===== src/rtl/uart_rx_os16.sv =====
// 8N1 UART receiver with 16x oversampling and an internal oversample tick.
// Optional build macro UART_RX_MAJORITY_EN: 2-of-3 majority vote per bit.
module uart_rx_os16 #(
  parameter int CLK_FREQ = 100_000_000,
  parameter int BAUD     = 9600
) (
  input  logic       clk,
  input  logic       rst,
  input  logic       rx,
  output logic [7:0] rx_data,
  output logic       rx_done,
  output logic       rx_busy,
  output logic       frame_err
);

  localparam int OS_DIV = CLK_FREQ / (BAUD * 16);
  localparam int TW     = (OS_DIV > 1) ? $clog2(OS_DIV) : 1;

  typedef enum logic [1:0] {IDLE, START, DATA, STOP} state_t;

  state_t          state, state_n;
  logic            rx_m, rx_s;
  logic [TW-1:0]   tick_cnt;
  logic            tick;
  logic [3:0]      os_cnt, os_n;
  logic [2:0]      bit_cnt, bit_n;
  logic [7:0]      shift, shift_n, data_n;
  logic            done_n, ferr_n;
  logic            data_bit, stop_bit;

`ifdef UART_RX_MAJORITY_EN
  // START begins at os_cnt=2 so that validation at 9 and the stop decision
  // at 9 fall on the same ticks as the single-sample build.
  localparam logic [3:0] START_OS = 4'd2;
  localparam logic [3:0] STOP_AT  = 4'd9;
  logic [1:0] samp, samp_n;
  logic       bit_v, bit_v_n, maj;
  assign maj      = (samp[0] & samp[1]) | (samp[0] & rx_s) | (samp[1] & rx_s);
  assign data_bit = bit_v;
  assign stop_bit = maj;
`else
  localparam logic [3:0] START_OS = 4'd0;
  localparam logic [3:0] STOP_AT  = 4'd15;
  assign data_bit = rx_s;
  assign stop_bit = rx_s;
`endif

  assign tick    = (tick_cnt == TW'(OS_DIV - 1));
  assign rx_busy = (state != IDLE);

  always_ff @(posedge clk) begin
    if (!rst) begin
      rx_m      <= 1'b1;
      rx_s      <= 1'b1;
      tick_cnt  <= '0;
      state     <= IDLE;
      os_cnt    <= '0;
      bit_cnt   <= '0;
      shift     <= '0;
      rx_data   <= '0;
      rx_done   <= 1'b0;
      frame_err <= 1'b0;
`ifdef UART_RX_MAJORITY_EN
      samp      <= 2'b11;
      bit_v     <= 1'b1;
`endif
    end else begin
      rx_m      <= rx;
      rx_s      <= rx_m;
      tick_cnt  <= tick ? '0 : tick_cnt + 1'b1;
      state     <= state_n;
      os_cnt    <= os_n;
      bit_cnt   <= bit_n;
      shift     <= shift_n;
      rx_data   <= data_n;
      rx_done   <= done_n;
      frame_err <= ferr_n;
`ifdef UART_RX_MAJORITY_EN
      samp      <= samp_n;
      bit_v     <= bit_v_n;
`endif
    end
  end

  always_comb begin
    state_n = state;
    os_n    = os_cnt;
    bit_n   = bit_cnt;
    shift_n = shift;
    data_n  = rx_data;
    done_n  = 1'b0;
    ferr_n  = 1'b0;
`ifdef UART_RX_MAJORITY_EN
    samp_n  = samp;
    bit_v_n = bit_v;
    if (tick && state != IDLE) begin
      if (os_cnt == 4'd7) samp_n[0] = rx_s;
      if (os_cnt == 4'd8) samp_n[1] = rx_s;
      if (os_cnt == 4'd9) bit_v_n   = maj;
    end
`endif
    case (state)
      IDLE: begin
        if (!rx_s) begin
          state_n = START;
          os_n    = START_OS;
        end
      end
      START: begin
        if (tick) begin
          os_n = os_cnt + 4'd1;
`ifdef UART_RX_MAJORITY_EN
          if (os_cnt == 4'd9 && maj) begin
            state_n = IDLE;
          end else if (os_cnt == 4'd15) begin
            state_n = DATA;
            os_n    = '0;
            bit_n   = '0;
          end
`else
          if (os_cnt == 4'd7) begin
            if (rx_s) begin
              state_n = IDLE;
            end else begin
              state_n = DATA;
              os_n    = '0;
              bit_n   = '0;
            end
          end
`endif
        end
      end
      DATA: begin
        if (tick) begin
          os_n = os_cnt + 4'd1;
          if (os_cnt == 4'd15) begin
            shift_n = {data_bit, shift[7:1]};
            os_n    = '0;
            if (bit_cnt == 3'd7) state_n = STOP;
            else                 bit_n   = bit_cnt + 3'd1;
          end
        end
      end
      STOP: begin
        if (tick) begin
          os_n = os_cnt + 4'd1;
          // Leaving mid stop bit lets a back-to-back start edge be caught.
          if (os_cnt == STOP_AT) begin
            if (stop_bit) begin
              data_n = shift;
              done_n = 1'b1;
            end else begin
              ferr_n = 1'b1;
            end
            state_n = IDLE;
            os_n    = '0;
          end
        end
      end
      default: state_n = IDLE;
    endcase
  end

endmodule


===== config.mk =====
export PLATFORM = sky130hd
export DESIGN_NAME = uart_rx_os16
export DESIGN_NICKNAME = d
export VERILOG_FILES = /design/src/rtl/uart_rx_os16.sv
export SDC_FILE = /design/constraint.sdc
export NUM_CORES = 1
export LEC_CHECK = 0
export BUFFER_PORTS_ARGS = -buffer_cell sky130_fd_sc_hd__buf_2
export CAP_MARGIN = 15
export CORE_AREA = 3 3 61 63
export CTS_CLUSTER_SIZE = 24
export DETAILED_ROUTE_END_ITERATION = 6
export DIE_AREA = 0 0 64 66
export MAX_ROUTING_LAYER = met4
export PLACE_DENSITY = 0.78
export SYNTH_ARGS = -nofsm -noshare
export SYNTH_HDL_FRONTEND = slang
export SYNTH_SLANG_ARGS = --single-unit

===== constraint.sdc =====
create_clock -name clk -period 1.9 [get_ports clk]
set_input_delay 0.095 -clock clk [delete_from_list [all_inputs] [get_ports clk]]
set_output_delay 0.095 -clock clk [all_outputs]
set_load 0.02 [all_outputs]

==> summary.txt, run 1 <==
Critical path
  • CP endpoint kind: register
  • Critical path class: reg -> reg
  • FF-to-FF setup slack: 0.11 ns
  • Worst EP arrival: 2.08 ns
  • Startpoint types: register
  • Critical path required time: 2.18 ns
  • Crit-path max FO: 8

CTS
  • CTS Sinks: 39
  • H-tree levels: 2
  • Clock Path Buffers: 2
  • TritonCTS Buffers: 5
  • Clk slew on worst S/H paths: 0.12 ns
  • CTS Root Buffer Type: clkbuf_4
  • Clock Latency Late Sink: 0.36 ns
  • CTS tree: built

STA
  • Clock Skew: 0.007153 ns
  • Tcrit/Tclk final: 0.9438
  • Minimum clock period: 1.793 ns
  • Max transition margin: 0.6074
  • WHS: 0.1645 ns
  • Slew Viols, Final: 0
  • Final setup fails: 0
  • Max frequency: 557.6 MHz
  • Hold Vio Cnt, Final: 0
  • Worst Tran Pin Value: 0.5813 ns

Cells and area
  • Multi-input logic area: 855.8 um^2
  • Ant diodes: 0
  • Final Net Count: 212
  • Share of layout cells above drive strength 1: 0.1805
  • Layout Utilization: 0.5844
  • Layout Area Growth over Synthesis: 14.22%
  • Register area: 782.0 um^2
  • Final instance area: 1919 um^2
  • Fill cells: 306

Global route
  • Vias in the first global route: 1205
  • Total gr overflow: 0
  • First-pass GRT wire length: 5271 um
  • Pin count of the biggest net entering global routing: 26
  • Gr usage total: 0.1646
  • Initial antenna violation count: 0

Routing
  • Routed wl met3: 79 um
  • WL met1: 1487 um
  • Iteration-0 DRC Markers: 67
  • Met2 wire len: 1343 um
  • Antenna Violating Nets Remaining: 0
  • Via density: 5.175
  • DRC errors left: 0
  • Top Metal Used: met4
  • WL final: 2986 um
  • Vias: 1299
  • Initial DRT Pass Iterations: 4
  • DR WL/cell: 11.90 um

Floorplan
  • # rows: 21
  • Die W: 64 um
  • Core ar.: 3284 um^2
  • DIE HEIGHT: 66 um
  • Die area: 4224 um^2
  • Initial Util: 0.5116
  • IO Pins: 14

Pwr
  • Tot Pwr: 1.462 mW
  • Leak Pwr: 0.7726 nW
  • Power Dens Cells: 761.8 nW/um^2
  • Max VDD drop: 0.4179 mV

Logic synthesis
  • Ys Warns: 0
  • Synth Cell Area: 1680 um^2
  • Post-synth net total: 196
  • Syn Inst Count: 188
  • #FFs+latches synth: 39
  • Distinct cell type count after synthesis: 40
  • Sequential share of the synthesized area: 0.4646
  • Mean post-synth cell area: 8.938 um^2

Placed design
  • Gpl congestion: 0.7733
  • Port bufs: 13
  • Placed Instance Area: 1798 um^2
  • HPWL Detailed: 2023 um

Status
  • Status: complete, no violations

Min path
  • Type of the tightest min-delay check: in -> reg

Job
  • MaxCap Viol Count: 0
## state kept, by name, summed over array words and instances, names as in the netlist, named ones only
| name | count |
|---|---|
| frame_err | 1 |
| rx_data | 8 |
| rx_done | 1 |
| bit_cnt | 3 |
| state | 1 |
| rx_m | 1 |
| shift | 8 |
| os_cnt | 4 |
| tick_cnt | 10 |
| data_bit | 1 |
## metrics by stage
step           TNS (ns)  instances  setup slack, ns
3_5_place_dp          0        241          0.05052
4_1_cts               0        250          0.02124
5_1_grt        -0.02218        251         -0.01383
6_report              0        251           0.1068
3_3_place_gp          0        241          0.08399
2_1_floorplan         0        188          0.03187
## final cells by class
| cell class | instances | area share |
|---|---|---|
| multi-input cells | 133 | 0.4459 |
| flip-flops and latches | 39 | 0.4074 |
| repair buffers | 20 | 0.06454 |
| well taps | 46 | 0.02999 |
| clock inverters | 3 | 0.02282 |
| clock buffers | 5 | 0.01956 |
| inverters | 5 | 0.009778 |
## power by group
part           internal, mW  leakage [nW]  switching (mW)
combinational        0.0217         0.412          0.0360
sequential            0.827         0.316          0.0109
clock                 0.277        0.0452           0.290
total                  1.13         0.773           0.337
## path summary, 6_finish.rpt
check	startpoint	to	depth (start not counted)
setup / recovery	tick_cnt[0]	os_cnt[1]	8
hold / removal	rst	data_bit	3
setup reg to reg	tick_cnt[0]	os_cnt[1]	8
hold reg to reg	rx_m	data_bit	1
## critical path, stage by stage (launching register included)
cell       delay [ns]
dfxtp_1          0.33
inv_1            0.06
ha_2             0.18
nand4bb_4        0.12
nor4_4           0.23
buf_6            0.17
a21oi_2          0.11
or3b_1           0.39
a21oi_1          0.14
## timing repair
action	4_1_cts	5_1_grt
hold buffers	1	0
buffers inserted	0	1
resized for setup	0	5
endpoints found under the setup margin	0	12
endpoints found under the hold margin	1	0
## logic make-up (layout without fill, tap and decap cells)
| kind of cell | Yosys count | after routing | synth area share |
|---|---|---|---|
| adder cells (fa/ha/maj) | 5 | 5 | 0.03723 |
| buffers and inverters | 16 | 33 | 0.03647 |
| flip-flops | 39 | 39 | 0.4646 |
| XOR/XNOR | 8 | 8 | 0.04170 |
| AND/OR/NAND/NOR | 85 | 85 | 0.2718 |
| AO/OA/AOI/OAI | 26 | 26 | 0.09383 |
| multiplexers | 9 | 9 | 0.05436 |
## routing by layer
metal  global-route usage  up-vias
met5                    -        -
met4              0.08895        0
met3              0.04082        8
met2               0.2516       10
met1               0.1998      601
li1                     -      680
## layout by cell type, fill, tap and decap left out, drive strengths merged
cell / n
inv: 4
o21ai: 14
a21oi: 6
and3: 1
xor2: 3
a31oi: 1
a2bb2oi: 1
o21ba: 1
nand4bb: 1
or3: 3
or3b: 1
bufinv: 1
and4: 1
nor4b: 1
nor4: 2
o41ai: 1
xnor2: 5
clkbuf: 5
mux2: 1
nand2b: 4
nand3b: 2
nand4: 3
buf: 19
nand3: 20
o32ai: 1
and2: 1
o211ai: 1
nor2: 27
nor3: 1
dlygate4sd3: 1
clkinv: 3
ha: 5
mux2i: 8
nand2: 15
nor2b: 1
dfxtp: 39
and4b: 1
## Yosys cell counts (all sizes together)
cell,number,share of area
o41ai,1,0.0052
nand2,15,0.034
nand4bb,1,0.016
and4,1,0.0052
o21ai,14,0.044
nand2b,4,0.015
inv,4,0.0089
and2,1,0.0037
nand4,3,0.015
ha,5,0.037
o21ba,1,0.0060
clkbuf,9,0.020
a21oi,6,0.020
nor3,1,0.0030
nand3b,2,0.0089
o211ai,1,0.0045
nor4b,1,0.0052
a31oi,1,0.0037
or3b,1,0.0052
dfxtp,39,0.46
xnor2,5,0.026
and3,1,0.0037
nor4,2,0.016
and4b,1,0.0060
nor2,27,0.060
a2bb2oi,1,0.0052
nand3,20,0.060
clkinv,1,0.0022
nor2b,1,0.0037
mux2i,8,0.048
buf,2,0.0052
or3,3,0.011
xor2,3,0.016
mux2,1,0.0067
o32ai,1,0.0052
No activity file was read; power rests on OpenSTA's default activity.
==> run 2: changes to the inputs <==
Settings changed: CORE_AREA 3 3 61 63 to 3 3 60 62, CTS_BUF_LIST set to sky130_fd_sc_hd__clkbuf_8, DIE_AREA 0 0 64 66 to 0 0 63 65, PLACE_DENSITY 0.78 to 0.8.
==> summary.txt, run 2 (synthesis results as in run 1) <==
Status
  • Status: complete, no violations

Routing
  • DRC errors left: 0 (unchanged)
  • Iteration-0 DRC Markers: 149 (+120%)
  • Antenna Violating Nets Remaining: 0 (unchanged)
  • Initial DRT Pass Iterations: 4 (unchanged)
  • Vias: 1288 (-0.85%)
  • Via density: 5.173 (about the same)
  • DR WL/cell: 12.03 um (+1.1%)
  • WL final: 2996 um (+0.33%)

Global route
  • Vias in the first global route: 1224 (+1.6%)
  • Total gr overflow: 0 (unchanged)
  • Initial antenna violation count: 0 (unchanged)
  • Gr usage total: 0.1726 (+0.008071)
  • First-pass GRT wire length: 5340 um (+1.3%)
  • Pin count of the biggest net entering global routing: 26 (unchanged)

Floorplan
  • Die area: 4095 um^2 (-3.1%)
  • IO Pins: 14 (unchanged)
  • DIE HEIGHT: 65 um (-1.5%)
  • Core ar.: 3078 um^2 (-6.3%)
  • # rows: 20 (-4.8%)
  • Initial Util: 0.5459 (+0.03432)
  • Die W: 63 um (-1.6%)

Job
  • MaxCap Viol Count: 0 (unchanged)

Cells and area
  • Final Net Count: 212 (unchanged)
  • Share of layout cells above drive strength 1: 0.1854 (+0.004878)
  • Layout Area Growth over Synthesis: 14.97%
  • Number of flip-flops in the largest register: 10 (unchanged)
  • Final instance area: 1932 um^2 (+0.65%)
  • Biggest register: tick_cnt
  • Largest regs: tick_cnt: 10 flops, rx_data: 8 flops, shift: 8 flops
  • Ant diodes: 0 (unchanged)
  • Layout Utilization: 0.6276 (+0.04326)
  • Non-Filler Instances: 249 (-0.80%)
  • Most common cell after layout, fill and taps aside: dfxtp_1
  • Most frequent cells in the layout: dfxtp_1, nor2_1, nand3_1

STA
  • Max transition margin: 0.5947 (-0.01266)
  • Final setup fails: 0 (unchanged)
  • Hold Vio Cnt, Final: 0 (unchanged)
  • Clock Skew: 0.009083 ns (+0.001930 ns)
  • WHS: 0.2301 ns (+0.06561 ns)
  • Worst Tran Pin Value: 0.6000 ns (+0.01875 ns)
  • Slew Viols, Final: 0 (unchanged)
  • Tcrit/Tclk final: 0.9527 (+0.008926)
  • Setup_tns: 0 ns (unchanged)
  • Minimum clock period: 1.810 ns (+0.01696 ns)
  • Max frequency: 552.4 MHz (-0.94%)
  • Final worst setup slack: 0.08980 ns (-0.01696 ns)

Pwr
  • Logic pwr share: 0.039 (about the same)
  • Power Dens Cells: 756.5 nW/um^2 (-0.70%)
  • Tot Pwr: 1.461 mW (about the same)
  • Clk network pwr share: 0.389 (about the same)
  • Sw power: 352.5 uW (+4.6%)
  • Switching share of power: 0.2412 (+0.01079)
  • Power Internal: 1.109 mW (-1.5%)
  • Reg power frac: 0.573 (about the same)
  • Leak Pwr: 0.7682 nW (-0.56%)
  • Max VDD drop: 0.4795 mV (+15%)

Critical path
  • Critical path launch point: tick_cnt[0]
  • Startpoint types: register
  • Critical path class: reg -> reg
  • Worst EP arrival: 2.03 ns (-0.05 ns)
  • Crit-path max FO: 8 (unchanged)
  • FF-to-FF setup slack: 0.09 ns (-0.02 ns)
  • Critical path required time: 2.12 ns (-0.06 ns)
  • CP endpoint kind: register
  • Reg2reg start: tick_cnt[0]

CTS
  • Clock Path Buffers: 2 (unchanged)
  • CTS tree: built
  • TritonCTS Buffers: 5 (unchanged)
  • CTS Sinks: 39 (unchanged)
  • Clock Latency Late Sink: 0.30 ns (-0.06 ns)
  • CTS Root Buffer Type: clkbuf_8
  • H-tree levels: 2 (unchanged)
  • Clk slew on worst S/H paths: 0.07 ns (-0.05 ns)

Placed design
  • Gpl congestion: 0.9155 (+18%)
  • Placed Cells: 238 (-1.2%)
  • Port bufs: 13 (unchanged)
  • HPWL Detailed: 2141 um (+5.8%)
  • Placed Instance Area: 1788 um^2 (-0.56%)
  • Worst slack, placed: -0.02247 ns (-0.07299 ns)

Min path
  • Hold path start: rst
  • Type of the tightest min-delay check: in -> reg
run 2: changes by cell type in the layout (fill, tap and decap cells not counted), sizes merged:
cell	change
clkinv	-2
clkinvlp	+2
bufinv	-1
inv	+1
run 2: layout make-up:
type / instances / area [um^2]
Multi-Input combinational cell: 133 / 859.6
Tap cell: 44 / 55.05
Inverter: 5 / 18.77
Sequential cell: 39 / 782.0
Clock inverter: 3 / 23.77
Fill cell: 270 / 1146
Timing Repair Buffer: 20 / 123.9
Clock buffer: 5 / 68.82
run 2: timing repair:
item / 4_1_cts / 5_1_grt
hold endpoints to repair: 1 / 0
resized for setup: 1 / 5
setup buffers: 0 / 2
pin swaps: 0 / 2
hold buffers: 1 / 0
endpoints found under the setup margin: 3 / 5
run 2: layer usage:
metal / track usage / part of all wire / up-vias
li1: - / - / 678
met1: 0.1858 / 0.45 / 582
met2: 0.2833 / 0.50 / 22
met3: 0.05199 / 0.034 / 6
met4: 0.09917 / 0.014 / 0
met5: - / 0 / -
run 2: power by group through the flow:
stage               Clock (mW)  Sequential, mW  Combinational (mW)
floorplan                    0           0.850              0.0443
global placement             0           0.855              0.0508
detailed placement           0           0.855              0.0538
CTS                      0.583           0.836              0.0556
global route             0.619           0.839              0.0629
finish                   0.568           0.837              0.0564
run 2: worst max-delay path, cell delays in order, from the launching register on:
cell and delay, ns:
dfxtp_1 0.32, inv_1 0.06, ha_2 0.19, nand4bb_4 0.12
nor4_4 0.24, buf_6 0.17, a21oi_2 0.11, or3b_1 0.39
a21oi_2 0.14
run 2: final timing paths:
kind,end,cells past startpoint
worst min-delay path,data_bit,3
worst max register to register,os_cnt[1],8
worst min register to register,data_bit,1
worst max-delay path,os_cnt[1],8
==> run 3: changes to the inputs <==
Settings changed: REMOVE_ABC_BUFFERS set to 1.
==> summary.txt, run 3 (synthesis results as in run 1) <==
Routing
  • Initial DRT Pass Iterations: 4 (unchanged)
  • WL final: 3094 um (+3.3%)
  • DR WL/cell: 12.48 um (+3.7%)
  • Antenna Violating Nets Remaining: 0 (unchanged)
  • Via density: 5.315 (+2.7%)
  • Vias: 1318 (+2.3%)
  • DRC errors left: 0 (unchanged)
  • Iteration-0 DRC Markers: 54 (-64%)

Cells and area
  • Non-Filler Instances: 248 (-0.40%)
  • Ant diodes: 0 (unchanged)
  • Final Net Count: 211 (-0.47%)
  • Largest regs: tick_cnt: 10 flops, rx_data: 8 flops, shift: 8 flops
  • Layout Area Growth over Synthesis: 15.86%
  • Biggest register: tick_cnt
  • Number of flip-flops in the largest register: 10 (unchanged)
  • Most frequent cells in the layout: dfxtp_1, nor2_1, nand3_1
  • Most common cell after layout, fill and taps aside: dfxtp_1
  • Fill cells: 265 (-1.9%)
  • Share of layout cells above drive strength 1: 0.1765 (-0.008895)

Critical path
  • Crit-path cells: ha_1, ha_1, nor4b_2, o21ai_2, or3_1, a21oi_1
  • FF-to-FF path depth: 6 (-2)
  • Reg2reg end: bit_cnt[0]
  • Startpoint types: register
  • CP endpoint kind: register
  • Critical path required time: 2.11 ns (about the same)
  • FF-to-FF setup slack: 0.12 ns (+0.03 ns)
  • Crit-path max FO: 6 (-2)
  • Critical Path Most Common Cell: ha_1
  • Critical path class: reg -> reg
  • Reg2reg start: bit_cnt[0]
  • Worst path slowest cell: nor4b_2
  • Slowest cell delay on critical path: 0.35 ns (-0.04 ns)
  • Worst EP arrival: 1.99 ns (-0.04 ns)

Global route
  • Vias in the first global route: 1314 (+7.4%)
  • Busiest grt layer: met2
  • First-pass GRT wire length: 5499 um (+3.0%)
  • GRT met3 Usage: 0.03640 (-0.01560)
  • Met2 usage: 0.3360 (+0.05270)
  • Total gr overflow: 0 (unchanged)
  • Met1 Usage GRT: 0.1686 (-0.01717)
  • Gr usage total: 0.1742 (+0.001538)
  • Pin count of the biggest net entering global routing: 26 (unchanged)
  • Initial antenna violation count: 0 (unchanged)

CTS
  • CTS Sinks: 39 (unchanged)
  • Clk slew on worst S/H paths: 0.08 ns (about the same)
  • CTS tree: built
  • Clock Path Buffers: 2 (unchanged)
  • CTS Root Buffer Type: clkbuf_8
  • TritonCTS Buffers: 5 (unchanged)
  • Clock Latency Late Sink: 0.29 ns (about the same)
  • H-tree levels: 2 (unchanged)

Pwr
  • Leak Pwr: 0.7840 nW (+2.0%)
  • Max VDD drop: 0.5573 mV (+16%)
  • Power Dens Cells: 825.5 nW/um^2 (+9.1%)

Floorplan
  • Initial Util: 0.5459 (unchanged)
  • Core ar.: 3078 um^2 (unchanged)
  • Die area: 4095 um^2 (unchanged)
  • IO Pins: 14 (unchanged)
  • DIE HEIGHT: 65 um (unchanged)
  • Die W: 63 um (unchanged)
  • # rows: 20 (unchanged)

STA
  • Minimum clock period: 1.777 ns (-0.03360 ns)
  • Unrepaired setup endpoints after global routing: false
  • Max transition margin: 0.6128 (+0.01802)
  • Worst Tran Pin Value: 0.5734 ns (-0.02668 ns)
  • Setup_tns: 0 ns (unchanged)
  • Clock Skew: 0.006452 ns (-0.002631 ns)
  • Tcrit/Tclk final: 0.9351 (-0.01768)
  • Max frequency: 562.9 MHz (+1.9%)
  • Slew Viols, Final: 0 (unchanged)
  • Hold Vio Cnt, Final: 0 (unchanged)
  • Final setup fails: 0 (unchanged)

Status
  • Status: complete, no violations

Job
  • MaxCap Viol Count: 0 (unchanged)

Min path
  • Hold Path Sink: rx_m
  • Type of the tightest min-delay check: in -> reg
  • Hold path start: rst
  • Hold depth: 3 (unchanged)

Placed design
  • Port bufs: 13 (unchanged)
  • Placed Cells: 238 (unchanged)
  • Gpl congestion: 0.8812 (-3.7%)
  • HPWL Detailed: 2208 um (+3.2%)
## run 3: repair_timing
item / in CTS / in global routing
hold buffers: 1 / 0
endpoints found under the setup margin: 1 / 4
setup buffers: 0 / 0
pin swaps: 0 / 1
hold endpoints to repair: 1 / 0
gates cloned: 0 / 1
gates resized for setup: 1 / 4
## run 3: layer usage
| metal | part of all wire | wire [um] |
|---|---|---|
| met5 | 0 | 0 |
| met4 | 0.012 | 36 |
| met3 | 0.036 | 110 |
| met2 | 0.53 | 1633 |
| met1 | 0.42 | 1314 |
## run 3: worst max-delay path by stage
stage	startpoint	endpoint	slack, ns	cells past startpoint
floorplan	tick_cnt[0]	rx_data[0]	0.0006	7
global placement	tick_cnt[1]	shift[3]	0.11	7
detailed placement	tick_cnt[1]	shift[1]	0.02	7
CTS	tick_cnt[1]	os_cnt[1]	0.03	7
global route	os_cnt[0]	os_cnt[1]	0.03	6
finish	bit_cnt[0]	bit_cnt[0]	0.12	6
## run 3: through the flow
| step | setup slack (ns) | area, um^2 | util | hold WS, ns | total power [mW] |
|---|---|---|---|---|---|
| after floorplan | 0.0005691 | 1638 | - | 0.1680 | 0.8846 |
| after global placement | 0.1058 | 1788 | 0.5809 | 0.2800 | 0.9051 |
| after detailed placement | 0.02273 | 1788 | 0.5809 | 0.2801 | 0.9093 |
| after CTS | 0.02764 | 1928 | 0.6264 | 0.2311 | 1.627 |
| after global routing | 0.02659 | 1947 | 0.6325 | 0.2618 | 1.665 |
| final | 0.1234 | 1947 | 0.6325 | 0.2388 | 1.607 |
## run 3: critical path, delay by kind of cell, from the launching register on
kind	cells	cell delay, ns
simple gates	2	0.67
fa+ha+maj	2	0.42
flops	1	0.33
compound gates	2	0.28
## run 3: report_power, final
group	total (mW)	switching [mW]	leakage, nW	internal, mW
Combinational	0.0556	0.0351	0.407	0.0206
Clock	0.714	0.283	0.0618	0.431
Sequential	0.837	0.0113	0.316	0.826
Total	1.61	0.329	0.784	1.28
## run 3: area by class of cell
class	count	area, um^2	area share
multi-input cells	133	855.8	0.4396
flip-flops and latches	39	782.0	0.4017
clock inverters	2	38.79	0.01992
inverters	5	18.77	0.009640
repair buffers	19	113.9	0.05848
clock buffers	6	82.58	0.04242
well taps	44	55.05	0.02828
